**src/rtl/backprop_sequencer_pkg.sv**
```systemverilog
// rtl/backprop_sequencer_pkg.sv - shared types for the backward-pass sequencer
package backprop_pkg;

   localparam int INDEX_W = 32;

   typedef enum logic [2:0] {
      IDLE,
      GRAD,
      DRAIN_G,
      UPD,
      DRAIN_U,
      DONE
   } seq_state_t;

endpackage

```
**src/rtl/backprop_sequencer_if.sv**
```systemverilog
// rtl/backprop_sequencer_if.sv - row descriptor issue and retire handshake
interface backprop_sequencer_if;
   import backprop_pkg::*;

   logic               issue_valid;
   logic               issue_ready;
   logic [INDEX_W-1:0] w_layer_index;
   logic [INDEX_W-1:0] w_row_index;
   logic               is_update;
   logic               is_cost_layer;
   logic               backprop_cost;
   logic               retire_valid;

   modport master (
      output issue_valid, w_layer_index, w_row_index, is_update, is_cost_layer, backprop_cost,
      input  issue_ready, retire_valid
   );

   modport slave (
      input  issue_valid, w_layer_index, w_row_index, is_update, is_cost_layer, backprop_cost,
      output issue_ready, retire_valid
   );
endinterface

```
**src/rtl/backprop_sequencer_inflight_counter.sv**
```systemverilog
// rtl/backprop_sequencer_inflight_counter.sv - rows-in-flight counter
// Simultaneous inc and dec leave the count unchanged; dec at zero holds and flags underflow.
module inflight_counter #(
   parameter int max_outstanding = 8
) (
   input  logic                                   clk,
   input  logic                                   reset,
   input  logic                                   inc,
   input  logic                                   dec,
   output logic [$clog2(max_outstanding+1)-1:0]   count,
   output logic                                   full,
   output logic                                   empty,
   output logic                                   underflow
);
   localparam int CW = $clog2(max_outstanding + 1);

   always_ff @(posedge clk or posedge reset) begin
      if (reset) begin
         count <= '0;
      end else if (inc && !dec && !full) begin
         count <= count + 1'b1;
      end else if (dec && !inc && !empty) begin
         count <= count - 1'b1;
      end
   end

   assign full      = (count == CW'(max_outstanding));
   assign empty     = (count == '0);
   assign underflow = dec && !inc && empty;
endmodule

```
**src/rtl/backprop_sequencer.sv**
```systemverilog
// rtl/backprop_sequencer.sv - backward-pass row sequencer
// Walks layers from the cost layer down, issuing gradient then update rows with drains between phases.
module backprop_sequencer
   import backprop_pkg::*;
#(
   parameter int num_layers      = 2,
   parameter int size            = 3,
   parameter int max_outstanding = 8
) (
   input  logic                        clk,
   input  logic                        reset,
   input  logic                        start,
   backprop_sequencer_if.master        bus,
   output logic                        busy,
   output logic                        done,
   output logic                        error
);
   localparam int                 CW         = $clog2(max_outstanding + 1);
   localparam logic [INDEX_W-1:0] LAST_LAYER = INDEX_W'(num_layers - 1);
   localparam logic [INDEX_W-1:0] LAST_ROW   = INDEX_W'(size - 1);

   seq_state_t         state, state_d;
   logic [INDEX_W-1:0] layer, layer_d, row, row_d;
   logic               issue_valid, issue_valid_d;
   logic               update, update_d, cost, cost_d, bpc, bpc_d;
   logic               busy_d, done_d, error_d, active_d;
   logic [CW-1:0]      count;
   logic               full, empty, underflow;
   logic               hs, will_be_full;

   assign hs = issue_valid && bus.issue_ready;

   inflight_counter #(.max_outstanding(max_outstanding)) u_inflight (
      .clk       (clk),
      .reset     (reset),
      .inc       (hs),
      .dec       (bus.retire_valid),
      .count     (count),
      .full      (full),
      .empty     (empty),
      .underflow (underflow)
   );

   // issue_valid is registered, so gate it with the count as it will be after this edge
   assign will_be_full = hs ? (count == CW'(max_outstanding - 1)) && !bus.retire_valid
                            : full && !bus.retire_valid;

   always_comb begin
      state_d = state;
      layer_d = layer;
      row_d   = row;
      error_d = error || underflow || (hs && full);
      case (state)
         IDLE: begin
            if (start) begin
               state_d = GRAD;
               layer_d = LAST_LAYER;
               row_d   = '0;
               error_d = underflow;
            end
         end
         GRAD, UPD: begin
            if (hs) begin
               if (row == LAST_ROW) begin
                  state_d = (state == GRAD) ? DRAIN_G : DRAIN_U;
                  row_d   = '0;
               end else begin
                  row_d = row + 1'b1;
               end
            end
         end
         DRAIN_G: begin
            if (empty) state_d = UPD;
         end
         DRAIN_U: begin
            if (empty) begin
               if (layer == '0) begin
                  state_d = DONE;
               end else begin
                  state_d = GRAD;
                  layer_d = layer - 1'b1;
               end
            end
         end
         DONE:    state_d = IDLE;
         default: state_d = IDLE;
      endcase

      active_d      = (state_d == GRAD) || (state_d == UPD);
      issue_valid_d = active_d && !will_be_full;
      update_d      = (state_d == UPD);
      cost_d        = active_d && (layer_d == LAST_LAYER);
      bpc_d         = cost_d && (state_d == GRAD);
      busy_d        = (state_d != IDLE) && (state_d != DONE);
      done_d        = (state_d == DONE);
   end

   always_ff @(posedge clk or posedge reset) begin
      if (reset) begin
         state       <= IDLE;
         layer       <= '0;
         row         <= '0;
         issue_valid <= 1'b0;
         update      <= 1'b0;
         cost        <= 1'b0;
         bpc         <= 1'b0;
         busy        <= 1'b0;
         done        <= 1'b0;
         error       <= 1'b0;
      end else begin
         state       <= state_d;
         layer       <= layer_d;
         row         <= row_d;
         issue_valid <= issue_valid_d;
         update      <= update_d;
         cost        <= cost_d;
         bpc         <= bpc_d;
         busy        <= busy_d;
         done        <= done_d;
         error       <= error_d;
      end
   end

   assign bus.issue_valid   = issue_valid;
   assign bus.w_layer_index = layer;
   assign bus.w_row_index   = row;
   assign bus.is_update     = update;
   assign bus.is_cost_layer = cost;
   assign bus.backprop_cost = bpc;
endmodule

```
**src/flat_wrapper.sv**
```systemverilog
// flat-port wrapper written by rule: the top's interface ports become plain ports
module backprop_sequencer_flat import backprop_pkg::*;
#(
   parameter int num_layers      = 2,
   parameter int size            = 3,
   parameter int max_outstanding = 8
)
  (clk, reset, start, busy, done, error, bus_issue_valid, bus_w_layer_index, bus_w_row_index, bus_is_update, bus_is_cost_layer, bus_backprop_cost, bus_issue_ready, bus_retire_valid);
  backprop_sequencer_if bus_i ();
  input  logic clk;
  input  logic reset;
  input  logic start;
  output logic busy;
  output logic done;
  output logic error;
  output wire logic [$bits(bus_i.issue_valid)-1:0] bus_issue_valid;
  output wire logic [$bits(bus_i.w_layer_index)-1:0] bus_w_layer_index;
  output wire logic [$bits(bus_i.w_row_index)-1:0] bus_w_row_index;
  output wire logic [$bits(bus_i.is_update)-1:0] bus_is_update;
  output wire logic [$bits(bus_i.is_cost_layer)-1:0] bus_is_cost_layer;
  output wire logic [$bits(bus_i.backprop_cost)-1:0] bus_backprop_cost;
  input wire logic [$bits(bus_i.issue_ready)-1:0] bus_issue_ready;
  input wire logic [$bits(bus_i.retire_valid)-1:0] bus_retire_valid;
  assign bus_issue_valid = bus_i.issue_valid;
  assign bus_w_layer_index = bus_i.w_layer_index;
  assign bus_w_row_index = bus_i.w_row_index;
  assign bus_is_update = bus_i.is_update;
  assign bus_is_cost_layer = bus_i.is_cost_layer;
  assign bus_backprop_cost = bus_i.backprop_cost;
  assign bus_i.issue_ready = bus_issue_ready;
  assign bus_i.retire_valid = bus_retire_valid;
  backprop_sequencer #(.num_layers(num_layers), .size(size), .max_outstanding(max_outstanding)) u_core (.clk(clk), .reset(reset), .start(start), .bus(bus_i), .busy(busy), .done(done), .error(error));
endmodule
```
**config.mk**
```make
export PLATFORM = sky130hd
export DESIGN_NAME = backprop_sequencer_flat
export DESIGN_NICKNAME = d
export VERILOG_FILES = /design/src/rtl/backprop_sequencer_pkg.sv /design/src/rtl/backprop_sequencer_if.sv /design/src/rtl/backprop_sequencer_inflight_counter.sv /design/src/rtl/backprop_sequencer.sv /design/src/flat_wrapper.sv
export SDC_FILE = /design/constraint.sdc
export NUM_CORES = 1
export LEC_CHECK = 0
export ABC_AREA = 1
export BUFFER_PORTS_ARGS = -buffer_cell sky130_fd_sc_hd__clkbuf_2
export CORE_ASPECT_RATIO = 0.8
export CORE_UTILIZATION = 40
export CTS_CLUSTER_SIZE = 20
export DETAILED_ROUTE_END_ITERATION = 8
export PLACE_DENSITY = 0.67
export SYNTH_ARGS = -nofsm -noshare
export SYNTH_HDL_FRONTEND = slang
export SYNTH_SLANG_ARGS = --single-unit
```
**constraint.sdc**
```tcl
create_clock -name clk -period 2.43 [get_ports clk]
set_input_delay 0.486 -clock clk [delete_from_list [all_inputs] [get_ports clk]]
set_output_delay 0.486 -clock clk [all_outputs]
set_load 0.005 [all_outputs]
```
==> out/results.txt, run 1 <==
Status: complete, no violations
Hold Path Class: in2async
Ys Warns: 0
WHS: 0.150 ns
Util after Layout: 53.5%
Drt initial violations: 452
Routed len/inst: 14.5 um
DRC: 0
Vias in the first global route: 5049
#FFs+latches synth: 78
Die W: 130 um
Largest net degree at the start of global routing: 61
Num rows: 37
Num CTS Buffers: 9
Leakage: 0.00379 uW
CP max FO: 10
Syn Nets: 779
Peak supply drop: 0.506 mV
Worst-Margin Slew: 0.487 ns
Max-cap violations: 0
First-pass GRT wire length: 25300 um
Die H: 105 um
Layout cells sized above 1: 26.7%
Syn Inst Count: 768
Port bufs: 75
Fin crit period: 2.31 ns
N_diodes: 0
Area fraction of the dominant cell type after synthesis: 37.2%
Rel. slew slack: 67.5%
Antenna violations before repair: 0
Crit Path Class: reg2reg
Num ports: 76
ANT nets after route: 0
Vias/cell: 5.09
CTS tree: built
Routed WL: 15800 um
Core ar.: 12800 sq um
Via Count: 5560
Ys async rst share: 100%
Die footprint: 13600 sq um
Wl on met1: 7840 um
GRT Util Overall: 24.2%
Clock Skew: 0.00761 ns
Clk slew on worst S/H paths: 0.06 ns
Post-route clock period utilization: 95.0%
Gpl congestion: 0.889
Fillers: 1266
Top routing layer in use: met4
Post-DP HPWL: 11700 um
Clock buffer depth: 2
Drt first pass iters: 5
Nets@finish: 923
Clk_lat worst skew: 0.34 ns
Startpoint Class: flop
Starting density of the core: 41.0%
Hold-fix buffers, CTS: 0
Total grt overflow: 0
Clk root buf: clkbuf_16
RSZ-0062 raised after global routing: yes
Fmax: 433 MHz
Mapped Area: 5250 sq um
Area growth syn-to-layout: 30.6%
Post-synth EDFFs: 0
Final Hold Fails: 0
Synth Flop Type: dfrtp_1
Met3 wire len: 1110 um
Max Slew Vio Count: 0
H-tree lvl count: 3
Power density cells: 710 nW/um^2
Synth area leader: dfrtp_1
Synth area leaders: dfrtp_1 (37%), nand2_1 (14%), inv_1 (7.6%)
Crit. End Element: flop
# setup viols final: 0
Crit path DAT: 2.59 ns
Post-synthesis sequential area ratio: 37.2%
Syn avg cell area: 6.84 sq um
WP data required: 2.71 ns
Yosys cell types: 46
WL met2: 6720 um
Sinks on Clock Net: 78
## worst paths after layout
kind | startpoint | cells after the start | slack, ns | endpoint
worst min-delay path | reset | 2 | 0.15 | u_core.bus.w_layer_index[20]
max in group asynchronous | reset | 3 | 1.60 | u_core.bus.w_layer_index[16]
worst min register to register | u_core.error | 2 | 0.53 | u_core.error
worst max-delay path | u_core.bus.w_layer_index[0] | 19 | 0.12 | u_core.bus.backprop_cost
worst max register to register | u_core.bus.w_layer_index[0] | 19 | 0.12 | u_core.bus.backprop_cost
min in group clk | bus_retire_valid | 3 | 0.45 | u_core.error
## cells in the mapped netlist, drive strengths merged (2+ instances only)
| cell type | number |
|---|---|
| a211oi | 3 |
| a21oi | 22 |
| a31oi | 3 |
| buf | 8 |
| clkbuf | 7 |
| clkinv | 2 |
| dfrtp | 78 |
| ha | 5 |
| inv | 112 |
| nand2 | 209 |
| nand3 | 82 |
| nand3b | 2 |
| nand4 | 23 |
| nor2 | 118 |
| nor3 | 25 |
| nor3b | 4 |
| nor4 | 5 |
| o21a | 2 |
| o21ai | 35 |
| o221a | 2 |
| or2 | 4 |
| xnor2 | 2 |
| xor2 | 9 |
## critical path, stage by stage, from the launching register on
cell,delay (ns)
dfrtp_1,0.40
inv_2,0.12
ha_4,0.16
nand2_4,0.08
nor2_8,0.16
nand3_2,0.09
clkinv_1,0.05
nand2_1,0.09
buf_12,0.16
nand2_1,0.06
nand2_1,0.05
nand3_1,0.06
nand2_1,0.06
inv_1,0.05
nand3_1,0.07
nor2_1,0.13
nand2_1,0.10
nor2_2,0.16
nand3_2,0.09
nor2_2,0.08
## report_power, final
group | switching (uW) | internal, uW
registers | 134 | 1450
logic | 1070 | 614
clock network | 545 | 1060
## layout make-up
| cell class | instances | area, sq um | share of cell area [%] |
|---|---|---|---|
| flip-flops and latches | 78 | 1960 | 28.5 |
| clock buffers | 13 | 260 | 3.79 |
| inverters | 114 | 432 | 6.29 |
| clock inverters | 3 | 90.1 | 1.31 |
| multi-input cells | 562 | 2940 | 42.8 |
| well taps | 175 | 219 | 3.19 |
| repair buffers | 147 | 966 | 14.1 |
## kinds of logic after synthesis
kind of cell | after synthesis | synth area share (%)
compound gates | 70 | 7.76
xor+xnor | 11 | 1.83
fa+ha+maj | 6 | 1.57
buf+inv | 129 | 9.69
flops | 78 | 37.2
simple gates | 474 | 42.0
## sequential cells by signal, summed over array words and instances, names as in the netlist
register	count
u_core.bus.is_cost_layer	1
u_core.error	1
u_core.state	3
u_core.busy	1
u_core.bus.w_layer_index	32
u_core.bus.is_update	1
u_core.bus.issue_valid	1
u_core.u_inflight.count	4
u_core.bus.w_row_index	32
u_core.done	1
u_core.bus.backprop_cost	1
## layout by cell type (no fill, tap or decap), types with 2 or more instances in the layout
cell,count
a21oi_1,19
nand4_1,21
clkinv_1,2
nand2_1,198
nor2_4,11
inv_2,8
a31oi_1,3
xnor2_1,2
o21ai_1,10
a211oi_1,3
nor3b_1,2
clkbuf_16,9
nand3_2,5
dfrtp_1,75
nor3_2,4
o21a_1,2
nand2_4,2
nor3_1,20
nand2_2,9
dfrtp_2,3
ha_1,4
clkbuf_1,2
nor2_2,23
nor2_1,84
o21ai_0,24
clkbuf_2,75
xor2_1,9
a21oi_2,2
clkbuf_8,2
nor4_1,5
bufinv_16,3
o221a_2,2
nand3_1,75
inv_1,103
or2_2,3
nand3b_1,2
buf_12,4
buf_4,68
nand3_4,2
## routing by layer
layer	global-route usage [%]	vias up
li1	-	2763
met1	36.5	2598
met2	35.0	185
met3	4.58	14
met4	6.15	0
met5	0	-
## what timing repair did
item                       CTS  global route
setup endpoints to repair    0            20
setup buffers                0             6
gates resized for setup      0            41
hold endpoints to repair     0             0
## per-stage QoR
step,cells,area (sq um),worst slack (ns),power (uW),setup TNS [ns]
global route,1092,6860,-0.0824,5190,-0.128
CTS,1085,6670,0.0120,4840,0
finish,1092,6860,0.121,4870,0
floorplan,768,5260,0.364,2620,0
global placement,1069,6320,0.0922,3190,0
detailed placement,1069,6320,0.0398,3220,0
Power figures use the tool's default switching activity.
==> run 2: changes to the inputs <==
PLACE_DENSITY = 0.6   (was 0.67)
==> out/results.txt, run 2 (synthesis gave the netlist of run 1 again) <==
Via Count: 5586
H-tree lvl count: 3
Peak supply drop: 0.517 mV
Setup WS post-layout: 0.108 ns
Port bufs: 75
WP data required: 2.72 ns
Clk root buf: clkbuf_16
Num CTS Buffers: 9
Clock buffer depth: 2
Clk slew on worst S/H paths: 0.06 ns
Area of the multi-input gates: 2930 sq um
WHS: 0.170 ns
Die H: 105 um
RSZ-0062 raised after global routing: yes
Fillers: 1293
Layout cells sized above 1: 26.2%
Core ar.: 12800 sq um
Most used cell along the critical path: nor2_2
Post-DP HPWL: 11800 um
Final setup TNS: 0 ns
Starting density of the core: 41.0%
# setup viols final: 0
Die W: 130 um
Gpl congestion: 0.918
Rel. slew slack: 62.2%
Gate power share: 35.1%
Vias/cell: 5.22
Commonest non-fill, non-tap cell in the layout: nand2_1
Worst-Margin Slew: 0.565 ns
Slowest stage cell, crit path: dfrtp_1
CTS tree: built
Clock network power share: 31.4%
Storage cell area: 1960 sq um
Clk_lat worst skew: 0.35 ns
Switching part of the total power: 37.5%
CP max FO: 4
Crit Path Class: reg2reg
Most Crowded Layer GR: met2
Max incr delay on CP: 0.41 ns
Die footprint: 13600 sq um
Placed inst area: 6150 sq um
Status: complete, no violations
GRT Util Overall: 24.2%
N_diodes: 0
Max-cap violations: 0
Leakage: 0.00365 uW
Util after Layout: 51.8%
Largest net degree at the start of global routing: 59
Num rows: 37
Final instance area: 6650 sq um
Setup WS pre-CTS: -0.0757 ns
Final Hold Fails: 0
DRC: 0
Sinks on Clock Net: 78
Hold Path Class: in2async
Max Slew Vio Count: 0
Drt first pass iters: 6
Num ports: 76
Startpoint Class: flop
Area growth syn-to-layout: 26.5%
Nets@finish: 902
Antenna violations before repair: 0
First-pass GRT wire length: 25400 um
Cell-by-cell trace of the critical path: buf_4 -> nor2_1 -> nand2_1 -> nor2_2 -> nand3_2 -> nor2_2 -> nand3_1 -> nand3_1 -> nand2_1 -> inv_1 -> nand3_1 -> nor2_1 -> nand2_1 -> nor2_2 -> nand3_2 -> nor2_2
Most frequent cells in the layout: nand2_1 (198), inv_1 (103), nor2_1 (77)
Crit path DAT: 2.61 ns
Fin crit period: 2.32 ns
Vias in the first global route: 5132
Sequential Power Share: 33.6%
Crit. End Element: flop
Fmax: 431 MHz
Drt initial violations: 491
Met2 Use GR: 36.2%
Switch Pwr: 1760 uW
M1 GR Usage: 34.2%
Routed len/inst: 15.0 um
M3 GR Usage: 4.94%
Clock Skew: 0.00708 ns
Routed WL: 16000 um
Internal power: 2940 uW
Total grt overflow: 0
Hold-fix buffers, CTS: 0
Post-route clock period utilization: 95.6%
ANT nets after route: 0
Power density cells: 707 nW/um^2
-- run 2: changes by cell type in the layout (fill, tap and decap cells not counted), moves of 2 or more --
cell / change
clkbuf_1: -2
buf_12: -2
clkbuf_8: -2
dfrtp_1: -3
dfrtp_2: +3
nor2_1: -7
nor2_2: +7
nand3_2: +2
o21ai_1: +2
nand3_4: -2
clkinv_2: +4
buf_4: -19
-- run 2: timing repair --
item,4_1_cts,5_1_grt
resized for setup,4,45
setup endpoints to repair,2,11
pin swaps,0,8
buffers inserted,0,5
-- run 2: path summary, 6_finish.rpt --
path / startpoint / endpoint / slack (ns) / cells past startpoint
worst max-delay path: u_core.bus.w_layer_index[12] / u_core.bus.backprop_cost / 0.11 / 16
worst min-delay path: reset / u_core.bus.w_layer_index[26] / 0.17 / 2
worst max register to register: u_core.bus.w_layer_index[12] / u_core.bus.backprop_cost / 0.11 / 16
worst min register to register: u_core.error / u_core.error / 0.52 / 2
max in group asynchronous: reset / u_core.bus.w_layer_index[16] / 1.57 / 3
min in group clk: bus_retire_valid / u_core.error / 0.42 / 3
-- run 2: worst max-delay path: cells and delay by family (launching register included) --
family,cells,cell delay (ns)
simple gates,14,1.60
flops,1,0.41
buf+inv,2,0.23
-- run 2: cell type report --
type	count	share of cell area [%]
Clock buffer	9	3.39
Clock inverter	7	1.34
Tap cell	175	3.29
Timing Repair Buffer	127	12.0
Sequential cell	78	29.5
Inverter	114	6.49
Multi-Input combinational cell	561	44.1
-- run 2: power groups by stage --
stage | Combinational [uW] | Sequential, uW | Clock (uW)
CTS | 1610 | 1580 | 1500
global route | 1840 | 1590 | 1540
detailed placement | 1600 | 1590 | 0
finish | 1650 | 1580 | 1480
floorplan | 1040 | 1590 | 0
global placement | 1550 | 1590 | 0
-- run 2: layer usage --
layer / up-vias / routed length (um)
met1: 2623 / 7470
li1: 2725 / -
met5: - / 0
met3: 22 / 1090
met2: 216 / 7210
met4: 0 / 252
-- run 2: through the flow --
step	power (uW)	cells
finish	4700	1071
global route	4980	1071
CTS	4690	1066
detailed placement	3190	1050
global placement	3140	1050
floorplan	2620	768
